==> config.mk <==
export PLATFORM = sky130hd
export DESIGN_NAME = fltr_evt_arb
export DESIGN_NICKNAME = d
export VERILOG_FILES = /design/src/rtl/fltr_evt_arb.sv
export SDC_FILE = /design/constraint.sdc
export NUM_CORES = 1
export LEC_CHECK = 0
export ABC_AREA = 1
export CAP_MARGIN = 0
export CORE_ASPECT_RATIO = 2
export CORE_MARGIN = 5
export CORE_UTILIZATION = 43
export DETAILED_ROUTE_END_ITERATION = 8
export GPL_TIMING_DRIVEN = 0
export PLACE_DENSITY = 0.76
export SYNTH_ARGS = -nofsm -noshare
export SYNTH_HDL_FRONTEND = slang
export SYNTH_SLANG_ARGS = --single-unit
==> constraint.sdc <==
create_clock -name clk -period 1.2 [get_ports clk]
set_clock_uncertainty 0.1 [all_clocks]
set_input_delay 0.18 -clock clk [delete_from_list [all_inputs] [get_ports clk]]
set_output_delay 0.18 -clock clk [all_outputs]
set_load 0.1 [all_outputs]
==> src/rtl/fltr_evt_arb.sv <==
// fltr_evt_arb: round-robin arbiter sharing one valid/ready event port across CH filter channels.
// Define FLTR_ARB_DROP_CNT_EN to implement the saturating drop_cnt counter (tied to zero otherwise).
module fltr_evt_arb #(
  parameter int CH  = 4,
  parameter int IDW = $clog2(CH)
) (
  input  logic           clk,
  input  logic           rst,
  input  logic [CH-1:0]  evt_in,
  input  logic [CH-1:0]  ch_en,
  output logic           evt_valid,
  output logic [IDW-1:0] evt_id,
  input  logic           evt_ready,
  output logic [CH-1:0]  ovf,
  input  logic           ovf_clr,
  output logic [7:0]     drop_cnt
);
  typedef enum logic {ARB_IDLE, ARB_OFFER} state_t;
  state_t state;
  logic [CH-1:0] in_q, in_qq, pend, edg, set, xfer, hold, drop, elig;
  logic [IDW-1:0] rr_ptr, sel, idx;
  assign edg  = in_q & ~in_qq;
  assign set  = edg & ch_en;
  assign drop = set & pend & ~xfer;
  // A disabled channel is never granted; its pend bit is cleared on this same edge.
  assign elig = pend & ch_en;
  always_comb begin
    xfer = '0;
    hold = '0;
    for (int i = 0; i < CH; i++) begin
      hold[i] = state == ARB_OFFER && evt_id == IDW'(i);
      xfer[i] = hold[i] && evt_ready;
    end
  end
  // Scan downward from the farthest slot so the nearest eligible channel past rr_ptr wins.
  always_comb begin
    sel = '0;
    idx = '0;
    for (int k = CH - 1; k >= 0; k--) begin
      idx = IDW'((int'(rr_ptr) + k) % CH);
      sel = elig[idx] ? idx : sel;
    end
  end
  always_ff @(posedge clk or posedge rst) begin
    if (rst) begin
      in_q  <= '0;
      in_qq <= '0;
      pend  <= '0;
      ovf   <= '0;
    end else begin
      in_q  <= evt_in;
      in_qq <= in_q;
      pend  <= set | (pend & ~xfer & (ch_en | hold));
      ovf   <= (ovf & {CH{~ovf_clr}}) | drop;
    end
  end
  always_ff @(posedge clk or posedge rst) begin
    if (rst) begin
      state     <= ARB_IDLE;
      evt_valid <= 1'b0;
      evt_id    <= '0;
      rr_ptr    <= '0;
    end else if (state == ARB_IDLE) begin
      if (|elig) begin
        state     <= ARB_OFFER;
        evt_valid <= 1'b1;
        evt_id    <= sel;
      end
    end else if (evt_ready) begin
      state     <= ARB_IDLE;
      evt_valid <= 1'b0;
      rr_ptr    <= evt_id == IDW'(CH - 1) ? '0 : evt_id + 1'b1;
    end
  end
`ifdef FLTR_ARB_DROP_CNT_EN
  logic [8:0] cnt_sum;
  always_comb begin
    cnt_sum = {1'b0, drop_cnt};
    for (int i = 0; i < CH; i++)
      cnt_sum = cnt_sum + {8'd0, drop[i]};
  end
  always_ff @(posedge clk or posedge rst) begin
    if (rst) drop_cnt <= 8'h00;
    else drop_cnt <= cnt_sum[8] ? 8'hFF : cnt_sum[7:0];
  end
`else
  assign drop_cnt = 8'h00;
`endif
endmodule
### Yosys cells after proc, flatten, opt, wreduce, memory -nomap -nowiden

Cells that the tools add are included.

* $add $sub $neg: 4
* magnitude comparators: 4
* eq/ne operators: 4
* multiplexer cells: 19
* bitwise gates (word level): 15
* reductions and logical operators: 14

Operators by type and width (number)
* 4-bit AND: 8
* 2-bit by 3-bit < comparator with 1-bit output, second input constant: 4
* 4-bit OR: 3
* 1-bit 2-to-1 mux: 10
* 2-bit 2-to-1 mux: 5
* 1-bit binary-select mux with 2-bit select: 4
* 1-bit logical AND: 8
* 4-bit inverter: 2
* 2-bit AND reduction: 3
* 2-bit by 1-bit adder with 2-bit output, second input constant: 2
* 2-bit adder, second input constant: 2
* 2-bit == test, second input constant: 2
* 4-bit OR reduction: 1
* 2-bit by 1-bit == test with 1-bit output, second input constant: 1
* 2-bit logical NOT: 1
* 2-bit != test, second input constant: 1
* 1-bit inverter: 2
* 2-bit nonzero test: 1

* register bits: 22
* bits of input ports: 12
* word-level logic and storage cells: 68

### Longest topological paths before layout

* word-level depth: 7
* mapped depth: 10
* depth with buffers taken out: 9

### Worst setup path after synthesis

No wires, ideal clock.

* path type: reg2reg
* start: register evt_id[0]
* end: register pend[2]
* library setup time: 0.083 ns
* arrival: 1.657 ns
* data required time: 1.017 ns
* setup slack: -0.639 ns
* stages on the path, launching flop included: 8
* path buffers: 0
* cell sequence: dfrtp_1 -> inv_1 -> ha_1 -> nand2_1 -> inv_1 -> nand2_1 -> nand2_1 -> o21ai_0

* word-level cells in the longest chain between the ends: 7
* elaborated cells between the ends (all ways): 8
* classes of those cells: eq/ne: 1; bitwise: 5; reduce/logical: 2

RTL lines
* start: declaration: RTL line 12 `output logic [IDW-1:0] evt_id,`
* start signal: assignment: RTL line 67 `evt_id <= sel;`
* 2-bit == test (*): RTL line 31 `hold[i] = state == ARB_OFFER && evt_id == IDW'(i);`
* 1-bit logical AND (*): RTL line 31
* 1-bit logical AND: RTL line 32 `xfer[i] = hold[i] && evt_ready;`
* 4-bit inverter: RTL line 53 `pend <= set | (pend & ~xfer & (ch_en | hold));`
* 4-bit AND: RTL line 53
* 4-bit AND (*): RTL line 53
* 4-bit OR (*): RTL line 53
* end signal: assignment: RTL line 53
* end: declaration: RTL line 20 `logic [CH-1:0] in_q, in_qq, pend, edg, set, xfer, hold, drop, elig;`

Mark *: on every way between the ends. The rest lies on a longest branch, timed or not.
A chain may end at the register's enable or synchronous reset.

### Final worst setup path

* start: register rr_ptr[0]
* end: register evt_id[0]

* word-level cells in the longest chain between the ends: 7
* elaborated cells between the ends (all ways): 15
* classes of those cells: add/sub: 3; mux: 12

RTL lines
* start: declaration: RTL line 21 `logic [IDW-1:0] rr_ptr, sel, idx;`
* start signal: assignment: RTL line 72 `rr_ptr <= evt_id == IDW'(CH - 1) ? '0 : evt_id + 1'b1;`
* 2-bit adder: RTL line 40 `idx = IDW'((int'(rr_ptr) + k) % CH);`
* 1-bit binary-select mux with 2-bit select: RTL line 41 `sel = elig[idx] ? idx : sel;`
* 1-bit 2-to-1 mux (not written as such): RTL line 41
* 2-bit 2-to-1 mux (3 in series): RTL line 41
* 2-bit 2-to-1 mux (*): RTL line 41

Mark *: on every way between the ends. The rest lies on a longest branch, timed or not. The select of a mux whose other input is x is not followed.

==> run metrics <==
Initial Util 44.2%; post-synthesis adder-cell area fraction under 10%; pre-CTS WS -0.657 ns; Final min period 1.39 ns; count of filler cells inserted in the layout 179; synth cell count leaders sky130_fd_sc_hd__nand2_1, sky130_fd_sc_hd__dfrtp_1, sky130_fd_sc_hd__inv_1, sky130_fd_sc_hd__nand3_1, sky130_fd_sc_hd__buf_4; post-synthesis register bit count 22; initial detailed-routing violation count 23; dominant cells by area after synthesis sky130_fd_sc_hd__dfrtp_1, sky130_fd_sc_hd__nand2_1, sky130_fd_sc_hd__buf_4, sky130_fd_sc_hd__inv_1, sky130_fd_sc_hd__ha_1; worst IR drop on VDD 1660 uV; count of TritonRoute iterations in the first routing pass 4; Post-synth EDFFs 0; total routing resource utilization after global routing 16.2%; amount of wire on met2 after detailed routing 1680 um; clock tree from TritonCTS yes; portion of the post-synthesis area used by sequential elements between 40% and 50%; Port-buffer cells 18; synthesized area per cell 8.69 um2; post-synthesis xor/xnor area fraction 1.56%; signal arrival time at the worst endpoint 1.45 ns; deepest level of the CTS H-tree 1; top layer reached by signal wires met4; maxcap violations 0; largest net degree at the start of global routing 23; leakage 0.826 nW; number of cells produced by synthesis between 100 and 150; detailed-route wire length 2860 um; violations in the final reports setup timing; routed wl met3 91 um; cell type contributing the most total cell area after synthesis sky130_fd_sc_hd__dfrtp_1; count of clock tree sinks 22; Die Area 3790 um2; clock tree root driver cell sky130_fd_sc_hd__clkbuf_8; fraction of layout cells with a size suffix above 1 between 50% and 60%; Longest Clk Path Bufs 2; chain of cells forming the critical path buf_6 -> nand3_2 -> o21ai_2 -> or2_1 -> nand3_2 -> nand2_2 -> nand2_2 -> nand2_2; setup repair after global routing missed its margin yes; Finish-stage setup viols 13; cell repeated most along the worst path sky130_fd_sc_hd__nand2_2; final critical-path share of the clock period 116%; launching element type of the critical path register; Detail Placement HPWL 1890 um; vias in the first global route 938; clock insertion delay at the later pin of the skew report 0.26 ns; post-route met1 wirelength 987 um; Netlist Area Pre-Place 1120 um2; num rows 26; initial antenna violation count 0; critical path type register to register; run status finished with violations; delay of the slowest critical-path stage a little over 0.4 ns; Max Fanout on Critical Path 5; Avg WL per Cell 15.0 um; post-detailed-route via-to-cell ratio 5.08; Distinct cells, synth 26; weighted congestion reported at the end of routability-driven placement 0.819; number of top-level design ports 27; proportion of synthesized area in mux cells 0%; Die Width 46.1 um; Post-Place Cells 182; final antenna-violating net count 0; number of warnings issued by yosys 0; final total power 3.82 mW; synthesis-to-finish area growth 55.7%; Synth Area in Compound Gates 8.59%; combinational family with the most area after synthesis simple AND/OR/NAND/NOR gates; required time at the endpoint of the critical path between 1 and 1.5 ns; most used flip-flop cell after synthesis sky130_fd_sc_hd__dfrtp_1; total number of nets in the final design 180; area fraction of the dominant cell type after synthesis 49.1%; hold buffers post-CTS 0; endpoint kind of the worst setup timing path register; routed vias 970; clk slew on worst S/H paths 0.08 ns; core footprint roughly 2500 um2; Residual DRC 0; Die Y 82.2 um; cell at the slowest stage of the critical path sky130_fd_sc_hd__dfrtp_1; post-route cell area 1750 um2; standard cell area after detailed placement 1390 um2; most common cell in the netlist sky130_fd_sc_hd__nand2_1; antenna cells 0; power density over the cells 2190 nW/um2; Inserted Clock Buffers 3; worst min-delay path class primary input to async pin; grt total ovfl 0; post-synthesis simple-gate area fraction approximately a quarter; Hold Vio Cnt, Final 0; global-route wire length before repair roughly 4400 um; Synth async-reset ratio between 90% and 100%; Setup WS post-layout -0.190 ns; number of standard cells in the layout, taps in and fillers out 191; Highest Clock Rate between 700 and 800 MHz; max-slew violation total from the final report 0
-- cells by family after synthesis --
logic type,count (synthesis)
other,1
XOR/XNOR,2
adder cells (fa/ha/maj),4
buffers and inverters,26
AND/OR/NAND/NOR,58
flip-flops,22
AO/OA/AOI/OAI,16
-- per-stage QoR --
step | utilization [%] | TNS [ns] | hold WS (ns)
2_1_floorplan | - | -1.29 | 0.0692
3_3_place_gp | 54.9 | -7.75 | 0.261
3_5_place_dp | 54.9 | -9.69 | 0.273
4_1_cts | 61.6 | -1.21 | 0.255
5_1_grt | 68.8 | -2.14 | 0.206
6_report | 68.8 | -1.52 | 0.177
-- critical path, delay by kind of cell, from the launching register on --
kind | cells | cell delay [ns]
AOI/OAI and AO/OA | 1 | 0.06
buffers and inverters | 1 | 0.16
DFF | 1 | 0.41
and+or+nand+nor | 6 | 0.55
-- per-layer routing --
| metal | vias to the layer above | track usage [%] |
|---|---|---|
| li1 | 464 | - |
| met1 | 471 | 17.2 |
| met2 | 24 | 30.2 |
| met3 | 11 | 1.95 |
| met4 | 0 | 6.84 |
| met5 | - | 0 |
-- final cells by class --
| class | instances | area [um2] | share of cell area (%) |
|---|---|---|---|
| Sequential cell | 22 | 562 | 32.2 |
| Inverter | 17 | 80.1 | 4.59 |
| Multi-Input combinational cell | 88 | 687 | 39.4 |
| Clock buffer | 4 | 45.0 | 2.58 |
| Timing Repair Buffer | 23 | 265 | 15.2 |
| Buffer | 9 | 71.3 | 4.09 |
| Tap cell | 28 | 35.0 | 2.01 |
-- flip-flops by register name, indices dropped and copies added (netlist names) --
| register | count |
|---|---|
| evt_id | 2 |
| evt_valid | 1 |
| in_q | 4 |
| in_qq | 4 |
| ovf | 4 |
| pend | 4 |
| rr_ptr | 2 |
| state | 1 |
-- worst paths after layout --
check,startpoint,to,slack (ns),depth (start not counted)
worst min-delay path,rst,evt_id[0]$_DFFE_PP0P_,0.18,2
worst min register to register,in_q[2]$_DFF_PP0_,in_qq[2]$_DFF_PP0_,0.29,0
worst max register to register,rr_ptr[0]$_DFFE_PP0P_,evt_id[0]$_DFFE_PP0P_,-0.19,8
max in group asynchronous,rst,evt_id[1]$_DFFE_PP0P_,0.51,2
min in group clk,ch_en[1],pend[1]$_DFF_PP0_,0.18,3
worst max-delay path,rr_ptr[0]$_DFFE_PP0P_,evt_id[0]$_DFFE_PP0P_,-0.19,8
-- what timing repair did --
action                                  CTS  global route
buffers inserted                          0             4
resized for setup                        80            45
gates cloned                              1             0
endpoints found under the setup margin   17            20
hold endpoints to repair                  0             0
pin swaps                                13            17
-- report_power, final --
group          leakage (nW)  internal (mW)  switching, mW
registers             0.268          0.900          0.238
clock network        0.0228          0.237          0.232
logic                 0.535          0.826           1.39
-- cell usage in the layout (no fill, tap or decap), drive strengths merged --
cell / instances
nand2: 37
dfrtp: 22
buf: 21
inv: 16
nand3: 10
conb: 8
o21ai: 8
clkdlybuf4s50: 7
nor2: 5
nand3b: 4
ha: 4
dlymetal6s2s: 4
o22ai: 4
clkbuf: 4
a21oi: 2
xnor2: 1
xor2: 1
nand4: 1
a31oi: 1
clkinvlp: 1
o31ai: 1
or2: 1
Power figures use the tool's default switching activity.
